===== config.mk =====
export PLATFORM = sky130hd
export DESIGN_NAME = wb_arbiter
export DESIGN_NICKNAME = d
export VERILOG_FILES = /design/src/rtl/wb_arbiter.sv
export SDC_FILE = /design/constraint.sdc
export NUM_CORES = 1
export LEC_CHECK = 0
export ABC_AREA = 1
export CORE_UTILIZATION = 30
export CTS_BUF_LIST = sky130_fd_sc_hd__clkbuf_4 sky130_fd_sc_hd__clkbuf_8 sky130_fd_sc_hd__clkbuf_16
export DETAILED_ROUTE_END_ITERATION = 16
export MAX_ROUTING_LAYER = met4
export PLACE_DENSITY = 0.73
export SYNTH_ARGS = -nofsm -noshare
export SYNTH_HDL_FRONTEND = slang
export SYNTH_SLANG_ARGS = --single-unit

===== constraint.sdc =====
create_clock -name clk -period 4 [get_ports clk]
set_input_delay 0.8 -clock clk [delete_from_list [all_inputs] [get_ports clk]]
set_output_delay 0.8 -clock clk [all_outputs]
set_load 0.03 [all_outputs]

===== src/rtl/wb_arbiter.sv =====
// Two-requester register-file write-back arbiter: ALU (A) and load unit (B)
// share one write port with round-robin priority on contention.
module wb_arbiter #(
  parameter int ADDR_W = 5,
  parameter int DATA_W = 32
) (
  input  logic              clk,
  input  logic              reset,
  input  logic              a_valid,
  input  logic [ADDR_W-1:0] a_addr,
  input  logic [DATA_W-1:0] a_data,
  output logic              a_ready,
  input  logic              b_valid,
  input  logic [ADDR_W-1:0] b_addr,
  input  logic [DATA_W-1:0] b_data,
  output logic              b_ready,
  input  logic              hold,
  output logic              writeEnable,
  output logic [ADDR_W-1:0] writeAddr,
  output logic [DATA_W-1:0] writeData,
  output logic [7:0]        conflict_cnt
);

  typedef enum logic {
    PRIO_A = 1'b0,
    PRIO_B = 1'b1
  } prio_e;

  prio_e             r_prio;
  logic              r_we;
  logic [ADDR_W-1:0] r_addr;
  logic [DATA_W-1:0] r_data;
  logic [7:0]        r_cnt;

  logic              w_grant_a;
  logic              w_grant_b;
  logic              w_conflict;
  logic [ADDR_W-1:0] w_sel_addr;
  logic [DATA_W-1:0] w_sel_data;

  // NOTE: every signal gets a default at the top of always_comb so no path
  // leaves it unassigned, which would otherwise infer a latch.
  always_comb begin
    w_grant_a  = 1'b0;
    w_grant_b  = 1'b0;
    w_sel_addr = a_addr;
    w_sel_data = a_data;
    // Readies also depend on reset so nothing is accepted while it is low.
    if (reset && !hold) begin
      if (a_valid && b_valid) begin
        w_grant_a = (r_prio == PRIO_A);
        w_grant_b = (r_prio == PRIO_B);
      end else begin
        w_grant_a = a_valid;
        w_grant_b = b_valid;
      end
    end
    if (w_grant_b) begin
      w_sel_addr = b_addr;
      w_sel_data = b_data;
    end
  end

  assign w_conflict = a_valid && b_valid && !hold;

  // NOTE: sequential state uses non-blocking assignments only, so every
  // register samples pre-edge values regardless of statement order.
  always_ff @(posedge clk or negedge reset) begin
    if (!reset) begin
      // NOTE: the write-port data registers are reset too, because the
      // register file sees writeAddr/writeData as zero during reset.
      r_prio <= PRIO_A;
      r_we   <= 1'b0;
      r_addr <= '0;
      r_data <= '0;
      r_cnt  <= '0;
    end else begin
      r_we <= 1'b0;
      if (w_grant_a || w_grant_b) begin
        r_we   <= (w_sel_addr != '0);
        r_addr <= w_sel_addr;
        r_data <= w_sel_data;
        r_prio <= w_grant_a ? PRIO_B : PRIO_A;
      end
      if (w_conflict && r_cnt != 8'hFF) begin
        r_cnt <= r_cnt + 8'd1;
      end
    end
  end

  assign a_ready      = w_grant_a;
  assign b_ready      = w_grant_b;
  assign writeEnable  = r_we;
  assign writeAddr    = r_addr;
  assign writeData    = r_data;
  assign conflict_cnt = r_cnt;

endmodule


Yosys cells after proc, flatten, opt, wreduce, memory -nomap -nowiden
Cells that the tools add are included.

Flip-flop bits (word level): 47. Latch bits: 0. Memory bits (writable): 0. Memory bits (read-only): 0. Input port bits: 79. Logic and storage cells: 23. Memories kept: 0.

Add/sub/neg operators: 1. Multiply operators: 0. Div/mod/pow operators: 0. Magnitude comparators: 0. Eq/ne operators: 1. Shift operators: 0. Mux-type cells: 8. Bitwise logic cells: 1. Reductions and logical operators: 7.

Operators by type and width (number): two-way mux 32 bit (1); adder 8 x 1 -> 8 bit (second input constant) (1); != test 8 bit (second input constant) (1); two-way mux 1 bit (6); two-way mux 5 bit (1); nonzero test 5 bit (1); logical AND 1 bit (4); zero test 1 bit (1); logical OR 1 bit (1); inverter 1 bit (1).

Logic depth before layout (Yosys ltp)
Depth in word-level cells: 6. Gate-level depth with buffers: 9. Mapped depth without buffers: 8.

Worst setup path after synthesis
OpenSTA, ideal clock, no wires.

Kind: in2out. Start point: input reset. End point: output a_ready. Arrival time: 1.575 ns. Slack: 1.625 ns. Stages on the path: 4. Cell sequence: inv_1 nor2_4 nand2_1 a21oi_1.

Word-level cells in the longest chain between the ends: 2.

RTL lines: from (decl) (line 8) `input logic reset,`; logical AND 1 bit (line 49) `if (reset && !hold) begin`; two-way mux 1 bit (line 49); to (decl) (line 12) `output logic a_ready,`.

No other way between the ends.

Worst setup path after layout
Start point: input hold. End point: output a_ready.

Word-level cells in the longest chain between the ends: 3.

RTL lines: from (decl) (line 17) `input logic hold,`; zero test 1 bit (line 49); logical AND 1 bit (line 49); two-way mux 1 bit (line 49).

No other way between the ends.

==> summary.md <==
| Metric | Value |
|---|---|
| Gate power share | between 40% and 50% |
| Outcome | completed |
| Post-Layout Cell Count | between 400 and 500 |
| # rows | 31 |
| P_int | 0.000985 W |
| Initial detailed-routing violation count | 85 |
| WL final | between 6000 and 7000 um |
| Synth Flop Type | dfrtp_1 |
| Syn nets | between 300 and 400 |
| Yosys warnings | 0 |
| H-tree levels | 2 |
| Required time of the worst setup path | ~3200 ps |
| Pre-CTS setup slack | about 780 ps |
| Core Area | between 7000 and 8000 um2 |
| HP Start | writeAddr[1] |
| Worst-Skew Late Latency | 290 ps |
| Leak pwr | 1.62 nW |
| Post-CTS resize count | 0 |
| Pwr/cell area | between 400 and 500 nW/um2 |
| Synth Cell Area | around 2300 um2 |
| Max-slew headroom | between 40 and 50% |
| First-pass GRT wire length | around 10,000 um |
| DRC | 0 |
| Nature of the critical path endpoint | output pin |
| Hold crit path type | flip-flop to flip-flop |
| Gpl congestion | approximately 0.73 |
| Drt first pass iters | 4 |
| Setup ws final | 757 ps |
| I/O Pins | approximately 130 |
| CP Launch Type | primary input |
| Final ANT Viol Nets | 0 |
| Unrepaired setup endpoints after global routing | false |
| Max-slew violations | 0 |
| DIE AREA | just under 8000 um2 |
| Share of post-route cells with drive strength above 1 | approximately 5.5% |
| Switching power share of the total | between 30% and 40% |
| Hold buffers post-CTS | 0 |
| Post-synthesis cell count | approximately 280 |
| Clk_skew | ~7.5 ps |
| Max Fclk | ~300 MHz |
| Reg clk slew, reported paths | about 80 ps |
| Worst-path fanout max | 6 |
| Reg power frac | 40.6% |
| Avg WL per Cell | about 14 um |
| Critical Path Start | hold |
| Yosys cell types | 23 |
| Clock power frac | between 10% and 20% |
| Synth async-reset ratio | 100% |
| Ant diodes | 0 |
| Synth top area share | roughly half |
| Max-cap violations | 0 |
| Part of the Yosys area used for sequential elements | between 50 and 60% |
| Root Buffer | clkbuf_8 |
| Via density | ~4.6 |
| Worst hold slack | about 500 ps |
| # clock sinks | between 40 and 50 |
| Number of setup buffers added after CTS | 0 |
| Clock tree from TritonCTS | built |
| Final Hold Viols | 0 |
| Least-Margin Pin Slew | 771 ps |
| Final worst path period share | between 80% and 90% |
| Vias in the first global route | between 2k and 2.5k |
| Maximum VDD drop | about 0.23 mV |
| Post-synth EDFFs | 0 |
| Layout Nets | between 400 and 500 |
| Final setup TNS | 0 ps |
| Largest net degree at the start of global routing | 48 |
| Port Buffers | 126 |
| Total GRT Usage | ~18% |
| Avg Cell Area, Syn | a little over 8 um2 |
| Endpoints failing setup | 0 |
| Vias | about 2.3k |
| Min Tclk post-route | about 3200 ps |
| Worst r2r src | r_prio |
| Worst EP arrival | around 2400 ps |
| DIE HEIGHT | around 89 um |
| Initial antenna violation count | 0 |
| Cells after DPL | 490 |
| TritonCTS buffer count | 5 |
| GR Overflow Total | 0 |
| Area Overhead vs Synth | 60.4% |
| Setup Crit Path Kind | primary input to output pin |
| Post-synth top cells | 68 x nand2_1, 65 x a21oi_1, 47 x dfrtp_1 |
| Number of synthesized register bits | 47 |
| Yosys top cell by area | dfrtp_1 |
| Net switching power | between 0.0005 and 0.0006 W |
| Post-DP HPWL | between 4000 and 5000 um |
| Cell with the most instances after synthesis | nand2_1 |
| Top cells by area, synth | dfrtp_1 52%, a21oi_1 14%, nand2_1 11% |
| DIE WIDTH | ~90 um |
| Max clock buf depth | 2 |
| Initial core utilization | between 30% and 40% |
==> worst max-delay path, cell delays in order <==
cell             delay [ps]
clkdlybuf4s50_1         450
nor2_4                  200
nand2_1                 100
a21oi_1                 180
clkdlybuf4s50_1         710
==> layer usage <==
layer / part of all wire (%) / global-route usage [%]
met2: 48 / 29.4
met3: 6.7 / 3.97
met4: 0.77 / 4.04
met1: 45 / 22.5
met5: 0 / -
==> flip-flops by register name, indices dropped and copies added (netlist names) <==
register,cells
writeAddr,5
conflict_cnt,8
writeData,32
r_prio,1
writeEnable,1
==> layout by cell type (no fill, tap or decap), types with 3 or more instances in the layout <==
cell and n:
clkbuf_8 6, nor2_1 36, inv_2 3, xnor2_1 5, a21oi_1 65, clkdlybuf4s50_1 124, nand4_1 3, buf_4 4
nand2_1 68, dfrtp_1 47, o21ai_1 5, inv_1 11, nand3_1 5
==> kinds of logic after synthesis <==
family          Yosys count  synth area share (%)
flops                    47                  51.6
fa+ha+maj                 1                 0.548
compound gates           75                  16.9
xor+xnor                  7                  2.69
simple gates            118                  21.2
buf+inv                  28                  7.13
==> stage by stage <==
| step | area, um2 | power, W | util (%) |
|---|---|---|---|
| 6_report | 3660 | 0.00155 | 50.2 |
| 3_5_place_dp | 3570 | 0.00127 | 49.0 |
| 3_3_place_gp | 3570 | 0.00126 | 49.0 |
| 5_1_grt | 3660 | 0.00165 | 50.2 |
| 4_1_cts | 3660 | 0.00157 | 50.2 |
| 2_1_floorplan | 2280 | 0.000966 | - |
==> path summary, 6_finish.rpt <==
path,to,depth (start not counted),slack [ps]
setup / recovery,a_ready,5,760
hold / removal,writeAddr[1],2,500
setup reg to reg,writeEnable,9,2320
hold reg to reg,writeAddr[1],2,500
max in group asynchronous,writeAddr[4],2,2870
min in group asynchronous,writeData[3],2,680
==> area by class of cell <==
class / count / area (um2)
Inverter: 14 / 52.6
Multi-Input combinational cell: 201 / 942
Clock buffer: 6 / 82.6
Timing Repair Buffer: 129 / 1280
Fill cell: 704 / 3630
Clock inverter: 1 / 5.00
Sequential cell: 47 / 1180
Tap cell: 99 / 124
==> power by group through the flow <==
stage               sequential, W  clock (W)  combinational [W]
global placement         0.000635          0           0.000627
global route             0.000643   0.000323           0.000679
detailed placement       0.000637          0           0.000636
finish                   0.000629   0.000289           0.000630
floorplan                0.000807          0           0.000159
CTS                      0.000630   0.000307           0.000638
Power figures use the tool's default switching activity.
